$ cat src/rtl/spi_reg_peripheral.sv
// SPI mode-0 target holding the five PWM configuration bytes, written by 16-bit frames.
// Optional feature macro: SPI_READBACK_EN (read frames shift reg[address] out on cipo).
module spi_reg_peripheral #(
  parameter int NUM_REGS    = 5,
  parameter int SYNC_STAGES = 2
) (
  input  logic       clk,
  input  logic       rst_n,
  input  logic       ncs,
  input  logic       sclk,
  input  logic       copi,
  output logic       cipo,
  output logic [7:0] en_reg_out_7_0,
  output logic [7:0] en_reg_out_15_8,
  output logic [7:0] en_reg_pwm_7_0,
  output logic [7:0] en_reg_pwm_15_8,
  output logic [7:0] pwm_duty_cycle
);

  typedef enum logic [1:0] {
    ST_IDLE = 2'd0,
    ST_RECV = 2'd1,
    ST_DONE = 2'd2
  } state_e;

  localparam logic [6:0] NUM_REGS_A = 7'(NUM_REGS);
  localparam logic [4:0] CNT_FRAME  = 5'd16;
  localparam logic [4:0] CNT_MAX    = 5'd17;

  logic [SYNC_STAGES-1:0] ncs_sync_q, sclk_sync_q, copi_sync_q;
  logic                   ncs_dly_q, sclk_dly_q;
  logic                   ncs_s, sclk_s, copi_s;
  logic                   ncs_fall_s, ncs_rise_s, sclk_rise_s;

  state_e      state_q, state_d;
  logic [4:0]  cnt_q, cnt_d;
  logic [15:0] shift_q, shift_d;
  logic [7:0]  regs_q [NUM_REGS];
  logic [7:0]  regs_d [NUM_REGS];
  logic        commit_s;

  // Synchronizers; ncs resets low so a select already asserted at reset release never forms a falling edge.
  always_ff @(posedge clk or negedge rst_n) begin
    if (!rst_n) begin
      ncs_sync_q  <= '0;
      sclk_sync_q <= '0;
      copi_sync_q <= '0;
      ncs_dly_q   <= 1'b0;
      sclk_dly_q  <= 1'b0;
    end else begin
      ncs_sync_q  <= {ncs_sync_q[SYNC_STAGES-2:0], ncs};
      sclk_sync_q <= {sclk_sync_q[SYNC_STAGES-2:0], sclk};
      copi_sync_q <= {copi_sync_q[SYNC_STAGES-2:0], copi};
      ncs_dly_q   <= ncs_sync_q[SYNC_STAGES-1];
      sclk_dly_q  <= sclk_sync_q[SYNC_STAGES-1];
    end
  end

  assign ncs_s       = ncs_sync_q[SYNC_STAGES-1];
  assign sclk_s      = sclk_sync_q[SYNC_STAGES-1];
  assign copi_s      = copi_sync_q[SYNC_STAGES-1];
  assign ncs_fall_s  = ~ncs_s & ncs_dly_q;
  assign ncs_rise_s  = ncs_s & ~ncs_dly_q;
  assign sclk_rise_s = sclk_s & ~sclk_dly_q;

  // Frame FSM; an sclk edge in the same cycle as the ncs rise is deliberately not shifted in.
  always_comb begin
    state_d  = state_q;
    cnt_d    = cnt_q;
    shift_d  = shift_q;
    commit_s = 1'b0;
    case (state_q)
      ST_IDLE: begin
        if (ncs_fall_s) begin
          state_d = ST_RECV;
          cnt_d   = 5'd0;
          shift_d = 16'h0000;
        end else begin
          state_d = ST_IDLE;
        end
      end
      ST_RECV: begin
        if (ncs_rise_s) begin
          state_d = ST_DONE;
        end else if (sclk_rise_s) begin
          shift_d = {shift_q[14:0], copi_s};
          if (cnt_q != CNT_MAX) begin
            cnt_d = cnt_q + 5'd1;
          end else begin
            cnt_d = cnt_q;
          end
        end else begin
          state_d = ST_RECV;
        end
      end
      ST_DONE: begin
        state_d  = ST_IDLE;
        commit_s = (cnt_q == CNT_FRAME) && shift_q[15] && (shift_q[14:8] < NUM_REGS_A);
      end
      default: begin
        state_d = ST_IDLE;
      end
    endcase
    for (int i = 0; i < NUM_REGS; i++) begin
      if (commit_s && (shift_q[14:8] == 7'(i))) begin
        regs_d[i] = shift_q[7:0];
      end else begin
        regs_d[i] = regs_q[i];
      end
    end
  end

  // Frame state and register file
  always_ff @(posedge clk or negedge rst_n) begin
    if (!rst_n) begin
      state_q <= ST_IDLE;
      cnt_q   <= 5'd0;
      shift_q <= 16'h0000;
      for (int i = 0; i < NUM_REGS; i++) begin
        regs_q[i] <= 8'h00;
      end
    end else begin
      state_q <= state_d;
      cnt_q   <= cnt_d;
      shift_q <= shift_d;
      for (int i = 0; i < NUM_REGS; i++) begin
        regs_q[i] <= regs_d[i];
      end
    end
  end

  assign en_reg_out_7_0  = regs_q[0];
  assign en_reg_out_15_8 = regs_q[1];
  assign en_reg_pwm_7_0  = regs_q[2];
  assign en_reg_pwm_15_8 = regs_q[3];
  assign pwm_duty_cycle  = regs_q[4];

`ifdef SPI_READBACK_EN
  logic       sclk_fall_s;
  logic [7:0] rd_sel_s;
  logic [7:0] rd_q, rd_d;
  logic       cipo_q, cipo_d;

  assign sclk_fall_s = ~sclk_s & sclk_dly_q;

  // After the address byte, each sclk fall presents the next read bit; non-read frames shift zeros.
  always_comb begin
    rd_sel_s = 8'h00;
    for (int i = 0; i < NUM_REGS; i++) begin
      if (!shift_q[7] && (shift_q[6:0] == 7'(i))) begin
        rd_sel_s = regs_q[i];
      end else begin
        rd_sel_s = rd_sel_s;
      end
    end
    rd_d   = rd_q;
    cipo_d = cipo_q;
    if (state_q != ST_RECV) begin
      rd_d   = 8'h00;
      cipo_d = 1'b0;
    end else if (sclk_fall_s && (cnt_q == 5'd8)) begin
      cipo_d = rd_sel_s[7];
      rd_d   = {rd_sel_s[6:0], 1'b0};
    end else if (sclk_fall_s && (cnt_q > 5'd8) && (cnt_q < CNT_FRAME)) begin
      cipo_d = rd_q[7];
      rd_d   = {rd_q[6:0], 1'b0};
    end else begin
      rd_d   = rd_q;
    end
  end

  // Readback shifter and cipo output flop
  always_ff @(posedge clk or negedge rst_n) begin
    if (!rst_n) begin
      rd_q   <= 8'h00;
      cipo_q <= 1'b0;
    end else begin
      rd_q   <= rd_d;
      cipo_q <= cipo_d;
    end
  end

  assign cipo = cipo_q;
`else
  assign cipo = 1'b0;
`endif

endmodule
$ cat config.mk
export PLATFORM = sky130hd
export DESIGN_NAME = spi_reg_peripheral
export DESIGN_NICKNAME = d
export VERILOG_FILES = /design/src/rtl/spi_reg_peripheral.sv
export SDC_FILE = /design/constraint.sdc
export NUM_CORES = 1
export LEC_CHECK = 0
export CORE_ASPECT_RATIO = 0.9
export CORE_UTILIZATION = 60
export DETAILED_ROUTE_END_ITERATION = 6
export DONT_BUFFER_PORTS = 1
export PLACE_DENSITY = 0.8
export SETUP_SLACK_MARGIN = 0.5
export SLEW_MARGIN = 15
export SYNTH_ARGS = -nofsm -noshare
export SYNTH_HDL_FRONTEND = slang
export SYNTH_SLANG_ARGS = --single-unit
$ cat constraint.sdc
create_clock -name clk -period 2 [get_ports clk]
set_clock_uncertainty 0.1 [all_clocks]
set_input_delay 0.4 -clock clk [delete_from_list [all_inputs] [get_ports clk]]
set_output_delay 0.4 -clock clk [all_outputs]
set_load 0.01 [all_outputs]
==> out/qor.txt, run 1 <==
status: finished with violations
failing checks: hold timing
drt drc: 0
vias in the first global route: 1914
Mapped Cells: 214
Via density: 6.197
clk buf depth: 2
Final Cell Area: 3550 µm²
most frequent cell after synthesis: dfrtp_1
Max-Cap Viols: 0
CP endpoint kind: flip-flop
pin count of the biggest net entering global routing: 72
Vias: 1915
startpoint types: flip-flop
GRT Resource Usage Total: 27.50%
crit path max fanout: 5
Site Rows: 23
first-pass GRT wire length: 9722 µm
RSZ-0062 raised after global routing: true
syn_area_per_cell: 13.38 µm²
Routability Congestion: 0.8197
synth top area cells: dfrtp_1 62%, mux2_2 16%, nand2_1 5.1%
Final Cycle Share: 95.63%
final antenna-violating net count: 0
synth-to-layout area growth: 23.94%
Hold Vio Cnt, Final: 71
Die Ht: 67.55 µm
unique cell type count in the Yosys netlist: 33
Hold Path Class: in -> async
EDFF count, synth: 0
final setup fails: 0
Mapped Area: 2864 µm²
root buffer cell: clkbuf_8
Yosys warnings: 0
Tmin final: 1.913 ns
TritonCTS Buffers: 9
Setup TNS: 0 ns
CORE AREA: 4518 µm²
Worst EP required: 2.13 ns
post-synth net total: 222
hold buffer count at cts: 3
fmax: 522.8 MHz
Crit Path Class: reg -> reg
Crit path arrival time: 2.04 ns
initial DRC count: 172
area leader, netlist: dfrtp_1
clock transition at the registers of the reported paths: 0.07 ns
initial antenna violation count: 0
DP HPWL: 3628 µm
CTS sink count: 71
Slew Limit Fails: 0
antenna fix cells: 0
pwr dens: 875.1 nW/µm²
Synth async-reset ratio: 100.0%
IO Pins: 46
htree depth: 3
IO buf count: 0
worst-skew pair later-pin latency: 0.35 ns
Initial Util: 63.39%
DIE WIDTH: 74.83 µm
drt wl/cell: 22.60 µm
CTS tree: built
R2R cell count: 7
dpl cell area: 2995 µm²
synth cell count leaders: 71 x dfrtp_1, 40 x mux2_2, 39 x nand2_1
First-pass DRT Iterations: 4
Die ar.: 5054 µm²
Synth top area share: 62.04%
Post-Route WL: 6983 µm
#FFs+latches synth: 71
share of layout cells above drive strength 1: 49.39%
VDD IR max: 0.7910 mV
leakage: 0.001720 µW
Synth Flop Type: dfrtp_1
final hold slack: -0.3573 ns
Seq/Total Area, Yosys: 62.04%
Fillers: 250
final net count: 250
gr ovfl total: 0
-- path summary, 6_finish.rpt --
path / startpoint / end / slack (ns)
worst max-delay path: cnt_q[1]$_DFFE_PN0P_ / en_reg_pwm_7_0[3]$_DFFE_PN0P_ / 0.09
worst min-delay path: rst_n / cnt_q[1]$_DFFE_PN0P_ / -0.36
worst max register to register: cnt_q[1]$_DFFE_PN0P_ / en_reg_pwm_7_0[3]$_DFFE_PN0P_ / 0.09
worst min register to register: ncs_sync_q[0]$_DFF_PN0_ / ncs_sync_q[1]$_DFF_PN0_ / 0.25
max in group asynchronous: rst_n / state_q[0]$_DFFE_PN0P_ / 2.07
min in group clk: ncs_sync_q[0]$_DFF_PN0_ / ncs_sync_q[1]$_DFF_PN0_ / 0.25
-- worst max-delay path: stages, from the launching register on --
cell and delay [ns]:
dfrtp_1 0.41, inv_2 0.10, ha_4 0.12, nor4bb_2 0.20, buf_4 0.24, nand4_2 0.14, buf_4 0.19, mux2_2 0.28
-- stage by stage --
step | cells | util, % | setup slack, ns | hold slack [ns] | total power, µW
2_1_floorplan | 214 | - | 0.2514 | 0.004409 | 1694
3_3_place_gp | 278 | 66.30 | 0.1486 | 0.007220 | 1710
3_5_place_dp | 278 | 66.30 | 0.1075 | 0.007603 | 1732
4_1_cts | 304 | 74.99 | 0.1798 | -0.3632 | 3024
5_1_grt | 309 | 78.57 | 0.04056 | -0.3725 | 3212
6_report | 309 | 78.57 | 0.08733 | -0.3573 | 3106
-- power breakdown --
part	internal [µW]	switching [µW]
sequential	1480	68.5
clock	705	522
combinational	150	176
-- area by class of cell --
type,instances,area [µm²],share of cell area [%]
inverter,3,11.26,0.3172
clock inverter,5,82.58,2.326
sequential,71,1782,50.19
timing repair buffer,21,187.7,5.287
clock buffer,11,131.4,3.701
tap,62,77.57,2.185
multi-input combinational,136,1277,35.99
-- cells in the final DEF (no fill, tap or decap), drive strengths merged, types with 4 or more instances in the layout --
cell type  synthesis  final
nand2             39     39
mux2i              4      4
buf                4     18
nand4              6      6
o21ai             16     16
a31o               1      4
dfrtp             71     71
clkbuf             3     11
mux2              40     40
-- repair_timing --
| action | in CTS | in global routing |
|---|---|---|
| gates cloned | 1 | 2 |
| hold endpoints to repair | 74 | 71 |
| setup buffers | 6 | 3 |
| pin swaps | 6 | 24 |
| gates resized for setup | 22 | 32 |
| endpoints found under the setup margin | 61 | 61 |
-- logic make-up (layout without fill, tap and decap cells) --
| kind of cell | after synthesis | in the layout | share of synthesized area [%] |
|---|---|---|---|
| flip-flops | 71 | 71 | 62.04 |
| AND/OR/NAND/NOR | 65 | 65 | 13.94 |
| multiplexers | 44 | 44 | 17.13 |
| AO/OA/AOI/OAI | 19 | 22 | 3.539 |
| buffers and inverters | 10 | 40 | 1.616 |
| adder cells (fa/ha/maj) | 3 | 3 | 1.311 |
| other | 1 | 1 | 0.1309 |
| XOR/XNOR | 1 | 1 | 0.3059 |
-- registers in the layout (all words and copies together), names as in the netlist, 5 cells and up --
signal	flops
cnt_q	5
pwm_duty_cycle	8
en_reg_out_7_0	8
shift_q	16
en_reg_pwm_7_0	8
en_reg_out_15_8	8
en_reg_pwm_15_8	8
-- routing by layer --
metal | wire length (µm) | GRT usage [%] | vias to the layer above
li1 | - | - | 817
met1 | 2601 | 32.73 | 955
met2 | 3579 | 44.48 | 118
met3 | 576 | 12.09 | 25
met4 | 226 | 9.906 | 0
met5 | 0 | 0 | -
(Power assumes the default switching activity.)
==> run 2, diff against run 1 <==
==> constraint.sdc (replaced) <==
create_clock -name clk -period 2 [get_ports clk]
set_clock_uncertainty 0.1 [all_clocks]
set_input_delay 0.5 -clock clk [delete_from_list [all_inputs] [get_ports clk]]
set_output_delay 0.5 -clock clk [all_outputs]
set_load 0.01 [all_outputs]
==> out/qor.txt, run 2 (same netlist as run 1, synthesis figures left out) <==
gr ovfl total: 0
Setup WS pre-CTS: 0.1075 ns
Die Ht: 67.55 µm
crit path max fanout: 5
fmax: 523.3 MHz
Routability Congestion: 0.8197
first-pass GRT wire length: 9680 µm
Crit path arrival time: 2.04 ns
worst-skew pair later-pin latency: 0.35 ns
CP endpoint kind: flip-flop
vias in the first global route: 1901
First-pass DRT Iterations: 4
pwr dens: 881.4 nW/µm²
Die ar.: 5054 µm²
Setup TNS: 0 ns
IO buf count: 0
initial DRC count: 161
VDD IR max: 0.8030 mV
root buffer cell: clkbuf_8
CORE AREA: 4518 µm²
Hold Path Class: in -> async
pin count of the biggest net entering global routing: 72
status: finished with violations
CTS tree: built
gr busiest metal: met2
clk buf depth: 2
final setup fails: 0
synth-to-layout area growth: 22.89%
startpoint types: flip-flop
RSZ-0062 raised after global routing: true
Crit Path Class: reg -> reg
failing checks: hold timing
clock transition at the registers of the reported paths: 0.07 ns
Post-Route WL: 6889 µm
Slew Limit Fails: 0
TritonCTS Buffers: 9
max reg flops: 16
final hold slack: -0.2538 ns
final antenna-violating net count: 0
DIE WIDTH: 74.83 µm
IO Pins: 46
CTS sink count: 71
met1 usage: 32.63%
Biggest register: shift_q
Worst R2R Setup Slack: 0.09 ns
most frequent cells in the layout: 67 x dfrtp_1, 39 x mux2_2, 25 x nand2_1
antenna fix cells: 0
DP HPWL: 3628 µm
htree depth: 3
leakage: 0.001707 µW
Final WS setup: 0.08891 ns
R2R cell count: 7
Vias: 1880
Worst EP required: 2.13 ns
Via density: 6.144
final net count: 247
GRT Resource Usage Total: 27.41%
drt drc: 0
routing usage on met2: 44.26%
Final Cycle Share: 95.55%
Tmin final: 1.911 ns
Initial Util: 63.39%
met3 usage: 12.09%
Site Rows: 23
initial antenna violation count: 0
drt wl/cell: 22.51 µm
Hold Vio Cnt, Final: 71
leading cell type in the layout, fill and taps excluded: dfrtp_1
Max-Cap Viols: 0
share of layout cells above drive strength 1: 50.00%
## run 2: cell types whose count changed in the layout (fill, tap and decap cells not counted)
cell / change
dlygate4sd3_1: -3
## run 2: critical path, cell delays in order, from the launching register on
cell and delay, ns:
dfrtp_1 0.41, inv_2 0.10, ha_4 0.12, nor4bb_2 0.21
buf_4 0.23, nand4_2 0.15, buf_4 0.19, mux2_2 0.27
## run 2: power by group
| group | internal [µW] | switching (µW) | total [µW] | leakage, µW |
|---|---|---|---|---|
| sequential | 1480 | 67.4 | 1550 | 0.000963 |
| combinational | 146 | 174 | 320 | 0.000637 |
| clock | 705 | 525 | 1230 | 0.000107 |
| total | 2340 | 767 | 3100 | 0.00171 |
## run 2: layout make-up
class                      count  area (µm²)
multi-input combinational    136        1277
tap                           62       77.57
inverter                       3       11.26
sequential                    71        1782
clock inverter                 5       82.58
timing repair buffer          18       157.7
fill                         253       998.5
clock buffer                  11       131.4
## run 2: path summary, 6_finish.rpt
path	from	endpoint
worst max-delay path	cnt_q[1]$_DFFE_PN0P_	en_reg_pwm_7_0[3]$_DFFE_PN0P_
worst min-delay path	rst_n	en_reg_pwm_15_8[5]$_DFFE_PN0P_
worst max register to register	cnt_q[1]$_DFFE_PN0P_	en_reg_pwm_7_0[3]$_DFFE_PN0P_
worst min register to register	ncs_sync_q[0]$_DFF_PN0_	ncs_sync_q[1]$_DFF_PN0_
max in group asynchronous	rst_n	en_reg_out_15_8[5]$_DFFE_PN0P_
min in group clk	ncs	ncs_sync_q[0]$_DFF_PN0_
## run 2: metal layers
metal | vias to the layer above | part of all wire, %
met3 | 18 | 7.6
met1 | 964 | 38
met2 | 91 | 52
li1 | 807 | -
met5 | - | 0
met4 | 0 | 2.3
## run 2: what timing repair did
item / 4_1_cts / 5_1_grt
cloned: 1 / 2
setup buffers: 6 / 3
resized for setup: 22 / 32
endpoints found under the hold margin: 71 / 71
setup endpoints to repair: 61 / 61
pin swaps: 6 / 24
## run 2: metrics by stage
stage	util, %	power [µW]	cell area [µm²]	hold slack [ns]	std cells
5_1_grt	77.90	3207	3520	-0.2725	306
6_report	77.90	3102	3520	-0.2538	306
3_3_place_gp	66.30	1710	2995	0.1072	278
3_5_place_dp	66.30	1732	2995	0.1076	278
4_1_cts	74.33	3019	3358	-0.2632	301
2_1_floorplan	-	1694	2907	0.1044	214
==> run 3, diff against run 2 <==
- CORE_ASPECT_RATIO: 0.9 -> 0.6
==> out/qor.txt, run 3 (same netlist as run 1, synthesis figures left out) <==
fmax: 533.4 MHz
most frequent cells in the layout: 66 x dfrtp_1, 38 x mux2_2, 31 x nand2_1
Vias: 1940
final antenna-violating net count: 0
share of layout cells above drive strength 1: 46.72%
crit path cell chain: inv_2 > buf_4 > buf_4 > buf_4 > buf_4 > buf_4 > buf_6 > ha_4 > nand2_4 > nand2_4 > mux2i_1
GRT Resource Usage Total: 30.33%
CP endpoint kind: flip-flop
initial DRC count: 126
CTS tree: built
leakage: 0.001711 µW
RSZ-0062 raised after global routing: true
DIE WIDTH: 91.20 µm
status: finished with violations
Biggest register: shift_q
drt drc: 0
drt wl/cell: 23.41 µm
root buffer cell: clkbuf_8
CP max-delay cell: dfrtp_1
worst-skew pair later-pin latency: 0.35 ns
htree depth: 3
final net count: 247
initial antenna violation count: 0
Final Cycle Share: 93.74%
gr ovfl total: 0
VDD IR max: 0.7909 mV
Routability Congestion: 0.6997
Crit path arrival time: 2.04 ns
failing checks: hold timing
final hold slack: -0.2643 ns
Crit Path Class: reg -> reg
synth-to-layout area growth: 22.72%
CORE AREA: 4588 µm²
IO buf count: 0
clock transition at the registers of the reported paths: 0.08 ns
Die ar.: 5063 µm²
TritonCTS Buffers: 9
Max-Cap Viols: 0
Tmin final: 1.875 ns
Cell Count Post-Placement: 273
Hold Vio Cnt, Final: 71
first-pass GRT wire length: 10900 µm
Post-Route WL: 7188 µm
Crit path buffers/inverters: 7
leading cell type in the layout, fill and taps excluded: dfrtp_1
max reg flops: 16
Via density: 6.319
CTS sink count: 71
Worst EP required: 2.16 ns
Largest stage delay, worst path: 0.40 ns
pwr dens: 928.3 nW/µm²
final setup fails: 0
Slew Limit Fails: 0
antenna fix cells: 0
crit path max fanout: 2
IO Pins: 46
DP HPWL: 3783 µm
vias in the first global route: 1956
crit-path leading delay family: buffers and inverters
most used cell, CP: buf_4
Site Rows: 19
startpoint types: flip-flop
First-pass DRT Iterations: 5
Die Ht: 55.52 µm
non-filler cells, final: 307
Initial Util: 62.42%
Hold Path Class: in -> async
clk buf depth: 2
pin count of the biggest net entering global routing: 72
run 3: where the power goes:
| part | switching [µW] | total, µW | internal [µW] |
|---|---|---|---|
| registers | 73.0 | 1560 | 1480 |
| clock network | 539 | 1270 | 731 |
| logic | 214 | 436 | 222 |
| total | 826 | 3260 | 2440 |
run 3: final cells by class:
class / count / area, µm²
Clock inverter: 6 / 83.83
Tap cell: 63 / 78.83
Inverter: 3 / 11.26
Fill cell: 249 / 1074
Clock buffer: 10 / 137.6
Timing Repair Buffer: 18 / 146.4
Sequential cell: 71 / 1783
Multi-Input combinational cell: 136 / 1274
run 3: repair_timing:
item,CTS,global route
endpoints found under the hold margin,71,71
resized for setup,32,13
pin swaps,8,9
setup buffers,11,4
endpoints found under the setup margin,61,61
cloned,2,1
run 3: layer usage:
metal  global-route usage [%]  routed length (µm)
met5                        0                   0
met4                    14.97                 216
met3                    15.01                 886
met2                    41.99                3278
met1                    39.85                2806
run 3: through the flow:
step | setup slack (ns) | setup TNS (ns) | total power [µW] | util, % | area (µm²)
floorplan | 0.2514 | 0 | 1694 | - | 2907
global placement | 0.03663 | 0 | 1713 | 64.33 | 2952
detailed placement | -0.08506 | -0.9318 | 1736 | 64.33 | 2952
finish | 0.1253 | 0 | 3262 | 76.60 | 3515
global route | 0.07501 | 0 | 3357 | 76.60 | 3515
CTS | 0.1946 | 0 | 3182 | 74.61 | 3423
run 3: final timing paths:
| path | start | to | slack (ns) | cells past startpoint |
|---|---|---|---|---|
| worst max-delay path | cnt_q[1]$_DFFE_PN0P_ | cnt_q[0]$_DFFE_PN0P_ | 0.13 | 11 |
| worst min register to register | ncs_sync_q[0]$_DFF_PN0_ | ncs_sync_q[1]$_DFF_PN0_ | 0.25 | 0 |
| min in group clk | ncs | ncs_sync_q[0]$_DFF_PN0_ | 0.08 | 0 |
| worst min-delay path | rst_n | en_reg_pwm_7_0[7]$_DFFE_PN0P_ | -0.26 | 0 |
| max in group asynchronous | rst_n | ncs_sync_q[1]$_DFF_PN0_ | 1.95 | 0 |
| worst max register to register | cnt_q[1]$_DFFE_PN0P_ | cnt_q[0]$_DFFE_PN0P_ | 0.13 | 11 |
